**src/rtl/adder_result_accumulator_pkg.sv**
```systemverilog
// Shared state encodings and default widths for the adder result accumulator and related benches.
package adder_result_accumulator_pkg;

  localparam int DEF_DATA_W  = 8;
  localparam int DEF_ACC_W   = 16;
  localparam int DEF_COUNT_N = 4;

  typedef enum logic [1:0] {
    ST_IDLE  = 2'd0,
    ST_ACCUM = 2'd1,
    ST_DONE  = 2'd2
  } state_t;

endpackage

```
**src/rtl/adder_result_accumulator_acc_add_unit.sv**
```systemverilog
// Combinational accumulate step: adds one zero-extended beat and reports carry out of ACC_W bits.
// ACC_SATURATE_EN selects clamp-to-all-ones instead of modular wrap on overflow.
module acc_add_unit #(
  parameter int ACC_W = 16
) (
  input  logic [ACC_W-1:0] i_acc,
  input  logic [ACC_W-1:0] i_beat,
  output logic [ACC_W-1:0] o_acc,
  output logic             o_overflow
);

  logic [ACC_W:0] w_sum;

  assign w_sum      = {1'b0, i_acc} + {1'b0, i_beat};
  assign o_overflow = w_sum[ACC_W];

`ifdef ACC_SATURATE_EN
  // Once clamped, any further non-zero beat overflows again, so the clamp persists.
  assign o_acc = w_sum[ACC_W] ? {ACC_W{1'b1}} : w_sum[ACC_W-1:0];
`else
  assign o_acc = w_sum[ACC_W-1:0];
`endif

endmodule

```
**src/rtl/adder_result_accumulator.sv**
```systemverilog
// Sums batches of COUNT_N {carry_out,result} beats and presents the total over a handshake.
// Optional ACC_SATURATE_EN makes the accumulator saturate instead of wrapping.
module adder_result_accumulator
  import adder_result_accumulator_pkg::*;
#(
  parameter int DATA_W  = DEF_DATA_W,
  parameter int ACC_W   = DEF_ACC_W,
  parameter int COUNT_N = DEF_COUNT_N
) (
  input  logic              clk,
  input  logic              rst_n,
  input  logic              start,
  input  logic              in_valid,
  output logic              in_ready,
  input  logic [DATA_W-1:0] result,
  input  logic              carry_out,
  output logic [ACC_W-1:0]  acc_out,
  output logic              acc_valid,
  input  logic              out_ready,
  output logic              overflow,
  output logic              busy
);

  localparam int CNT_W = $clog2(COUNT_N + 1);
  localparam logic [CNT_W-1:0] LAST_CNT = CNT_W'(COUNT_N - 1);

  state_t           r_state;
  logic [ACC_W-1:0] r_acc;
  logic [CNT_W-1:0] r_count;
  logic             r_overflow;
  logic             r_acc_valid;
  logic             r_busy;
  logic             r_in_ready;

  logic [ACC_W-1:0] w_beat;
  logic [ACC_W-1:0] w_next_acc;
  logic             w_add_ovf;
  logic             w_xfer;

  assign w_beat = ACC_W'({carry_out, result});
  assign w_xfer = in_valid && r_in_ready;

  acc_add_unit #(
    .ACC_W(ACC_W)
  ) u_add (
    .i_acc     (r_acc),
    .i_beat    (w_beat),
    .o_acc     (w_next_acc),
    .o_overflow(w_add_ovf)
  );

  // All handshake/status outputs are registered alongside the state so they change with it.
  always_ff @(posedge clk or negedge rst_n) begin
    if (!rst_n) begin
      r_state     <= ST_IDLE;
      r_acc       <= '0;
      r_count     <= '0;
      r_overflow  <= 1'b0;
      r_acc_valid <= 1'b0;
      r_busy      <= 1'b0;
      r_in_ready  <= 1'b0;
    end else begin
      case (r_state)
        ST_IDLE: begin
          if (start) begin
            r_state    <= ST_ACCUM;
            r_acc      <= '0;
            r_count    <= '0;
            r_overflow <= 1'b0;
            r_busy     <= 1'b1;
            r_in_ready <= 1'b1;
          end
        end
        ST_ACCUM: begin
          if (w_xfer) begin
            r_acc   <= w_next_acc;
            r_count <= r_count + 1'b1;
            if (w_add_ovf) r_overflow <= 1'b1;
            if (r_count == LAST_CNT) begin
              r_state     <= ST_DONE;
              r_busy      <= 1'b0;
              r_in_ready  <= 1'b0;
              r_acc_valid <= 1'b1;
            end
          end
        end
        ST_DONE: begin
          if (out_ready) begin
            r_acc_valid <= 1'b0;
            if (start) begin
              r_state    <= ST_ACCUM;
              r_acc      <= '0;
              r_count    <= '0;
              r_overflow <= 1'b0;
              r_busy     <= 1'b1;
              r_in_ready <= 1'b1;
            end else begin
              r_state <= ST_IDLE;
            end
          end
        end
        default: r_state <= ST_IDLE;
      endcase
    end
  end

  assign acc_out   = r_acc;
  assign acc_valid = r_acc_valid;
  assign overflow  = r_overflow;
  assign busy      = r_busy;
  assign in_ready  = r_in_ready;

endmodule

```
**config.mk**
```make
export PLATFORM = sky130hd
export DESIGN_NAME = adder_result_accumulator
export DESIGN_NICKNAME = d
export VERILOG_FILES = /design/src/rtl/adder_result_accumulator_pkg.sv /design/src/rtl/adder_result_accumulator_acc_add_unit.sv /design/src/rtl/adder_result_accumulator.sv
export SDC_FILE = /design/constraint.sdc
export NUM_CORES = 1
export LEC_CHECK = 0
export ABC_AREA = 0
export CAP_MARGIN = 20
export CELL_PAD_IN_SITES_DETAIL_PLACEMENT = 0
export CELL_PAD_IN_SITES_GLOBAL_PLACEMENT = 1
export CORE_MARGIN = 2
export CORE_UTILIZATION = 34
export DETAILED_ROUTE_END_ITERATION = 6
export GPL_ROUTABILITY_DRIVEN = 0
export PLACE_DENSITY_LB_ADDON = 0.1
export REMOVE_ABC_BUFFERS = 1
export SYNTH_ARGS = -nofsm -noshare
export SYNTH_HDL_FRONTEND = slang
export SYNTH_SLANG_ARGS = --single-unit
```
**constraint.sdc**
```tcl
create_clock -name clk -period 2.2 [get_ports clk]
set_clock_uncertainty 0.15 [all_clocks]
set_input_delay 0.66 -clock clk [delete_from_list [all_inputs] [get_ports clk]]
set_output_delay 0.66 -clock clk [all_outputs]
set_load 0.02 [all_outputs]
```
# == Word level (Yosys, flattened, before mapping) ==
# Cells that the tools add are included.
# Widths: inputs -> output; s select.
# classes
n_addsub,2
n_eq_ne,8
muxes,31
n_reduce_logical,9
# op_table
operator,n
$mux 16,3
$pmux 16 s3,1
$add 16x9->17,1
$reduce_and 4->1,4
$mux 1,14
$mux 3,3
$pmux 1 s3,3
$pmux 3 s3,1
$mux 2,4
$ne 2x2->1 const B,4
$pmux 2 s3,1
$add 3x1->3 const B,1
$eq 3x2->1 const B,1
$reduce_and 3->1,1
$reduce_bool 3->1,1
$eq 2x1->1 const B,1
$eq 2x2->1 const B,1
$logic_not 2->1,1
$ne 2x1->1 const B,1
$pmux 1 s2,1
$reduce_bool 2->1,1
$logic_and 1x1->1,1
# word_totals
regBits,25
in_bits,14
out_inout_bits,20
word_cells,57

# == Logic depth before layout (Yosys ltp) ==
# Gate-level depths: netlist (run 1).
# logic_depth
depth_word,4
mapped_depth,7
mapped_depth_nobuf,7

# == Cells and area by module ==
# Synthesis (run 1) repeated with hierarchy kept, for this count alone.
# hier_totals
cells_unflattened,181
area_unflattened_um2,1836.8
# modules_own_cells
module,n_inst,cells_each,area_per_inst_um2,seq_area_each_um2
adder_result_accumulator,1,71,980.9,625.6
acc_add_unit,1,110,855.8,0.0

# == Least setup slack after synthesis (run 1) ==
# Ideal clock, no wire load.
# synth_path
path_type,input to register
startpoint,input port result[0]
endpoint,register r_overflow (netlist: overflow)
arrival_time_ns,2.140
required_time_ns,1.932
slack_ns,-0.208
path_stages,7
cell_sequence,ha_1 fa_1 a21o_1 a221oi_2 o21a_4 nor4_1 a21o_1
# synth_between
elab_chain_cells,3
# synth_lines
element,line,rtl
start: declaration,adder_result_accumulator.sv:15,"input logic [DATA_W-1:0] result,"
$add 16x9->17,adder_result_accumulator_acc_add_unit.sv:14,"assign w_sum = {1'b0, i_acc} + {1'b0, i_beat};"
$ne 2x1->1 (no line),n/a,
$reduce_and 4->1 (no line),n/a,
end signal: assignment,adder_result_accumulator.sv:58,r_overflow <= 1'b0;
end signal: assignment,adder_result_accumulator.sv:69,r_overflow <= 1'b0;
end signal: assignment,adder_result_accumulator.sv:78,if (w_add_ovf) r_overflow <= 1'b1;
end: declaration,adder_result_accumulator.sv:30,logic r_overflow;
# Every way passes these cells.
# A chain may end at the register's enable or synchronous reset.

# == Final worst setup path (run 1) ==
# layout_path
startpoint,input port result[2]
endpoint,register r_acc[10] (netlist: acc_out[10])
# layout_between
elab_chain_cells,3
# layout_lines
element,line,rtl
$add 16x9->17,adder_result_accumulator_acc_add_unit.sv:14,
$mux 16,adder_result_accumulator.sv:75,if (w_xfer) begin
$pmux 16 s3,adder_result_accumulator.sv:63,case (r_state)
end signal: assignment,adder_result_accumulator.sv:76,r_acc <= w_next_acc;
end: declaration,adder_result_accumulator.sv:28,logic [ACC_W-1:0] r_acc;
# Every way passes these cells. The select of a mux whose other input is x is not followed.

==> results of run 1 <==
-- kinds of logic after synthesis --
kind of cell    Yosys count  synth area share, %
mux                       4                2.717
xor+xnor                  6                3.566
buf+inv                   7                2.122
flops                    25                42.44
simple gates             44                15.11
compound gates           53                23.35
fa+ha+maj                12                10.70
-- area by class of cell --
cell class                      instances  area, sq um  area share (%)
Inverter                                4        15.01          0.6356
Multi-Input combinational cell        119         1039           43.96
Tap cell                               50        62.56           2.648
Sequential cell                        25        626.9           26.54
Timing Repair Buffer                   67        574.3           24.31
Clock buffer                            4        45.04           1.907
-- synth_stat cells, types with 4 or more instances --
| master | instances |
|---|---|
| nand2_1 | 18 |
| o21ai_0 | 16 |
| nand3_1 | 4 |
| nand2b_1 | 6 |
| inv_1 | 4 |
| ha_1 | 11 |
| mux2i_1 | 4 |
| a21o_1 | 6 |
| a21oi_1 | 14 |
| dfrtp_1 | 25 |
| nor2_1 | 4 |
-- power groups by stage --
| stage | sequential, W | combinational, W | clock (W) |
|---|---|---|---|
| after floorplan | 0.000472 | 0.0000283 | 0 |
| after global placement | 0.000471 | 0.0000873 | 0 |
| after detailed placement | 0.000471 | 0.0000896 | 0 |
| after CTS | 0.000463 | 0.0000996 | 0.000299 |
| after global routing | 0.000463 | 0.000111 | 0.000314 |
| final | 0.000462 | 0.0000996 | 0.000287 |
-- state kept, by name, summed over array words and instances, names as in the netlist --
signal	count
acc_out	16
acc_valid	1
busy	1
in_ready	1
overflow	1
r_count	3
r_state	2
-- worst max-delay path, cell delays in order --
cell	delay [ns]
buf_2	0.12
ha_4	0.27
a21o_1	0.18
a221oi_4	0.09
o21a_4	0.26
or4_4	0.49
a21oi_2	0.14
-- metrics by stage --
step | hold slack, ns | power [W]
after floorplan | 0.2144 | 0.0005005
after global placement | 0.3251 | 0.0005583
after detailed placement | 0.3153 | 0.0005607
after CTS | 0.3510 | 0.0008608
after global routing | 0.3627 | 0.0008886
final | 0.3483 | 0.0008492
-- final timing paths --
kind / to / cells past startpoint / start
max: acc_out[10] / 7 / result[2]
min: acc_out[11] / 1 / acc_out[11]
max reg2reg: acc_out[10] / 7 / acc_out[0]
min reg2reg: acc_out[11] / 1 / acc_out[11]
max in group asynchronous: acc_out[1] / 2 / rst_n
min in group asynchronous: acc_out[1] / 2 / rst_n
-- timing repair --
action,4_1_cts,5_1_grt
cloned,0,0
setup buffers,4,1
setup endpoints to repair,12,13
gates resized for setup,49,21
pin swaps,24,15
-- layer usage --
metal	track usage, %	wire length, um	vias to the layer above
met3	2.762	110	2
met2	30.16	1975	20
li1	-	-	688
met5	0	0	-
met1	21.09	1737	670
met4	4.701	24	0
-- placed cells by master, fill, tap and decap left out, types with 5 or more instances in the layout --
cell type,count
a21o_1,6
a21oi_1,6
a21oi_2,5
buf_4,33
clkdlybuf4s50_1,19
dfrtp_1,24
ha_4,9
nand2_1,18
nand2b_1,6
o21ai_0,13
==> impl_metrics.yaml, run 1 <==
floorplan:
  dieArea_sq_um: 4878
  die_w_um: 69.84
  initial_core_util_pct: 36.07
  core_area_sq_um: 4086
  io_pins: 34
  core.rowCount: 23
  die_y_um: 69.84
power:
  p_sw_w: 0.0002039
  worst_ir_drop_vdd_mv: 0.1858
  power.share.combinational_pct: 11.7
  leakage_nw: 1.085
  p_clk_share_pct: 33.8
  pwr-share-seq_pct: 54.4
  switching_share_pct: 24.01
  p_int_w: 0.0006453
  power_density_nw_per_um2: 359.5
route:
  drtAntennaViolNets: 0
  drc_errors: 0
  drt-initial-drc-count: 44
  wl_mm: 3.848
  wire_per_inst_um: 14.30
  vias_per_cell: 5.130
  drtPass1Iterations: 4
  num_vias: 1380
cells_and_area:
  final_util_pct: 57.81
  num-fill-cells: 358
  drive_gt1_share_pct: 34.25
  nNetsFinal: 246
  final_cells: 269
  area.growth.synth_to_final_pct: 60.27
  diodes: 0
  fin_area_sq_um: 2362
clocking:
  clk_pin_slew_worst_paths_ns: 0.09
  root_buffer: "clkbuf_8"
  postCtsHoldBufs: 0
  cts_tree: "yes"
  clkLatencyLatePin_ns: 0.27
  cts-buffers-inserted: 3
  cts.sinks: 25
  h-tree-depth: 1
  cts_max_path_buffers: 2
placement:
  dp_hpwl_mm: 2.760
  placed_cells: 261
  place_area_sq_um: 2076
  place_ws_ns: -0.7790
  io_buffer_count: 33
yosys:
  yosysTopAreaCellShare_pct: 42.44
  synth_ff_type: "dfrtp_1"
  synth.avg_cell_area_sq_um: 9.761
  synth_area_sq_um: 1474
  yosysWarnings: 0
  ys_types: 38
  syn_inst: 151
  async_flop_share_pct: 100.0
  synth_seq_cells: 25
  synth_area_leaders: "dfrtp_1, ha_1, o21ai_0, a21oi_1, nand2_1"
  synth-edff-count: 0
  yosys.area.top_type: "dfrtp_1"
  synth_seq_area_share_pct: 42.44
timing:
  tns_ns: 0
  tightest_slew_ns: 0.3379
  rsz0062_at_grt: "true"
  period_share_pct: 97.99
  hold_violations: 0
  relSlewSlack_pct: 77.47
  fmax_mhz: 463.9
  period_minus_slack_ns: 2.156
  timing.final.ws_setup_ns: 0.04421
  setup_viol: 0
  drv_slew: 0
worst_setup_path:
  critical_path.max_fanout: 7
  critPathKind: "in2reg"
  r2r_slack_ns: 0.07
  start_kind: "primary input"
  worstPathRequired_ns: 2.26
  crit_arrival_ns: 2.21
  critPathCaptureType: "flop"
global_route:
  grt_pass1_wl_mm: 6.824
  grt_max_degree: 26
  grt_pass1_vias: 1491
  grt_usage_pct: 16.96
  antenna_found_initial: 0
  overflow: 0
flow_run:
  maxCapViolations: 0
hold_path:
  hp-class: "reg2reg"
status:
  status: "finished, final reports clean"
No activity file was read; power rests on OpenSTA's default activity.
==> run 2, diff against run 1 <==
- CORE_UTILIZATION: 34 -> 37
- clock period: 2.2 -> 2.35 ns (I/O delays scaled with it)
==> run 2 against run 1 <==
Cell area is 3.2% lower. Sequential power down 6.3%. Critical path depth did not move. Worst setup slack got worse by 0.031 ns. Sequential share of layout area up 0.82 points. Critical endpoint unchanged. Largest cell class unchanged. Highest routed layer unchanged.
==> impl_metrics.yaml, run 2 (synthesized netlist as in run 1, its figures left out) <==
timing:
  setup_viol: 0
  tightest_slew_ns: 0.3294
  hold_violations: 0
  drv_slew: 0
  fmax_mhz: 428.0
  relSlewSlack_pct: 78.04
  period_share_pct: 99.43
  period_minus_slack_ns: 2.336
cells_and_area:
  nNetsFinal: 244
  largest_reg_flops: 16
  area.growth.synth_to_final_pct: 55.18
  final_common_cell: "buf_4"
  drive_gt1_share_pct: 29.49
  final_cells: 265
  diodes: 0
  final_cell_mix: "buf_4, dfrtp_1, clkdlybuf4s50_1"
clocking:
  cts_tree: "yes"
  clk_pin_slew_worst_paths_ns: 0.10
  cts_max_path_buffers: 2
  cts.sinks: 25
  cts-buffers-inserted: 3
  root_buffer: "clkbuf_8"
  h-tree-depth: 1
  clkLatencyLatePin_ns: 0.27
global_route:
  grt_usage_pct: 18.64
  overflow: 0
  grt_pass1_wl_mm: 6.382
  grt_max_degree: 26
  grt_pass1_vias: 1427
  antenna_found_initial: 0
floorplan:
  core.rowCount: 22
  core_area_sq_um: 3744
  initial_core_util_pct: 39.37
  die_y_um: 67.12
  dieArea_sq_um: 4504
  io_pins: 34
  die_w_um: 67.12
route:
  drt-initial-drc-count: 46
  wl_mm: 3.826
  vias_per_cell: 5.208
  drc_errors: 0
  drtPass1Iterations: 4
  num_vias: 1380
  wire_per_inst_um: 14.44
  drtAntennaViolNets: 0
status:
  status: "finished, final reports clean"
worst_setup_path:
  cpMaxStageDelayCell: "or4_4"
  start_kind: "primary input"
  critPathCaptureType: "flop"
  path_cells: "clkdlybuf4s15_1, ha_4, and3_4, a221oi_4, o21a_4, or4_4, a21oi_2"
  r2r_slack_ns: 0.15
  critPathKind: "in2reg"
  worstPathRequired_ns: 2.41
  max_stage_delay_ns: 0.51
  critical_path_buf_inv_count: 1
  cpLargestDelayFamily: "simple AND/OR/NAND/NOR gates"
  crit_arrival_ns: 2.40
  critical_path.max_fanout: 7
placement:
  placed_cells: 254
  dp_hpwl_mm: 2.607
  io_buffer_count: 33
power:
  power_density_nw_per_um2: 355.2
  worst_ir_drop_vdd_mv: 0.4333
  leakage_nw: 1.006
  power_w: 0.0008124
flow_run:
  maxCapViolations: 0
hold_path:
  hp-class: "reg2reg"
## run 2: cell types whose count changed in the layout (fill, tap and decap cells not counted), sizes merged, moves of 2 or more
| cell | change |
|---|---|
| clkbuf | -2 |
| dlymetal6s2s | -3 |
| clkdlybuf4s15 | +2 |
| clkdlybuf4s50 | +5 |
| buf | -4 |
## run 2: stage by stage
stage / setup TNS [ns] / hold WS [ns] / cell area (sq um) / util, % / worst slack (ns)
floorplan: -0.3942 / 0.2594 / 1458 / - / -0.1030
CTS: 0 / 0.3551 / 2228 / 59.53 / 0.004208
global route: -0.03284 / 0.3801 / 2287 / 61.10 / -0.03284
detailed placement: -6.752 / 0.3192 / 2036 / 54.38 / -0.6295
finish: 0 / 0.3620 / 2287 / 61.10 / 0.01351
global placement: -5.971 / 0.3264 / 2036 / 54.38 / -0.5644
## run 2: where the power goes
group | switching (W) | internal, W | leakage (nW) | total (W)
sequential | 0.00000142 | 0.000432 | 0.341 | 0.000433
clock | 0.000157 | 0.000124 | 0.0261 | 0.000281
combinational | 0.0000443 | 0.0000539 | 0.639 | 0.0000981
## run 2: repair_timing
item	4_1_cts	5_1_grt
pin swaps	19	15
setup endpoints to repair	11	8
resized for setup	30	14
hold buffers	0	0
setup buffers	4	3
## run 2: metal layers
metal  wire, um  up-vias  track usage [%]
met5          0        -                0
met4         29        0            5.357
met3        125        2            4.392
met2       1976       25            33.54
met1       1695      669            21.86
li1           -      684                -
## run 2: cell type report
cell class              instances  area (sq um)
fillers                       341          1456
multi-input cells             119         984.7
flip-flops and latches         25         625.6
repair buffers                 65         551.8
well taps                      48         60.06
clock buffers                   3         41.29
inverters                       4         15.01
clock inverters                 1         8.758
## run 2: final timing paths
| path | from | cells past startpoint | end |
|---|---|---|---|
| max in group asynchronous | rst_n | 2 | acc_out[8] |
| min in group asynchronous | rst_n | 2 | acc_out[2] |
| max | result[3] | 7 | acc_out[10] |
| min reg2reg | overflow | 1 | overflow |
| max reg2reg | acc_out[0] | 7 | acc_out[10] |
| min | overflow | 1 | overflow |
## run 2: worst reg2reg max path, stage by stage (launching register included)
cell	delay [ns]
dfrtp_1	0.39
ha_2	0.20
fa_2	0.21
a21o_1	0.19
a221oi_4	0.09
o21a_4	0.26
or4_4	0.51
a21oi_2	0.14
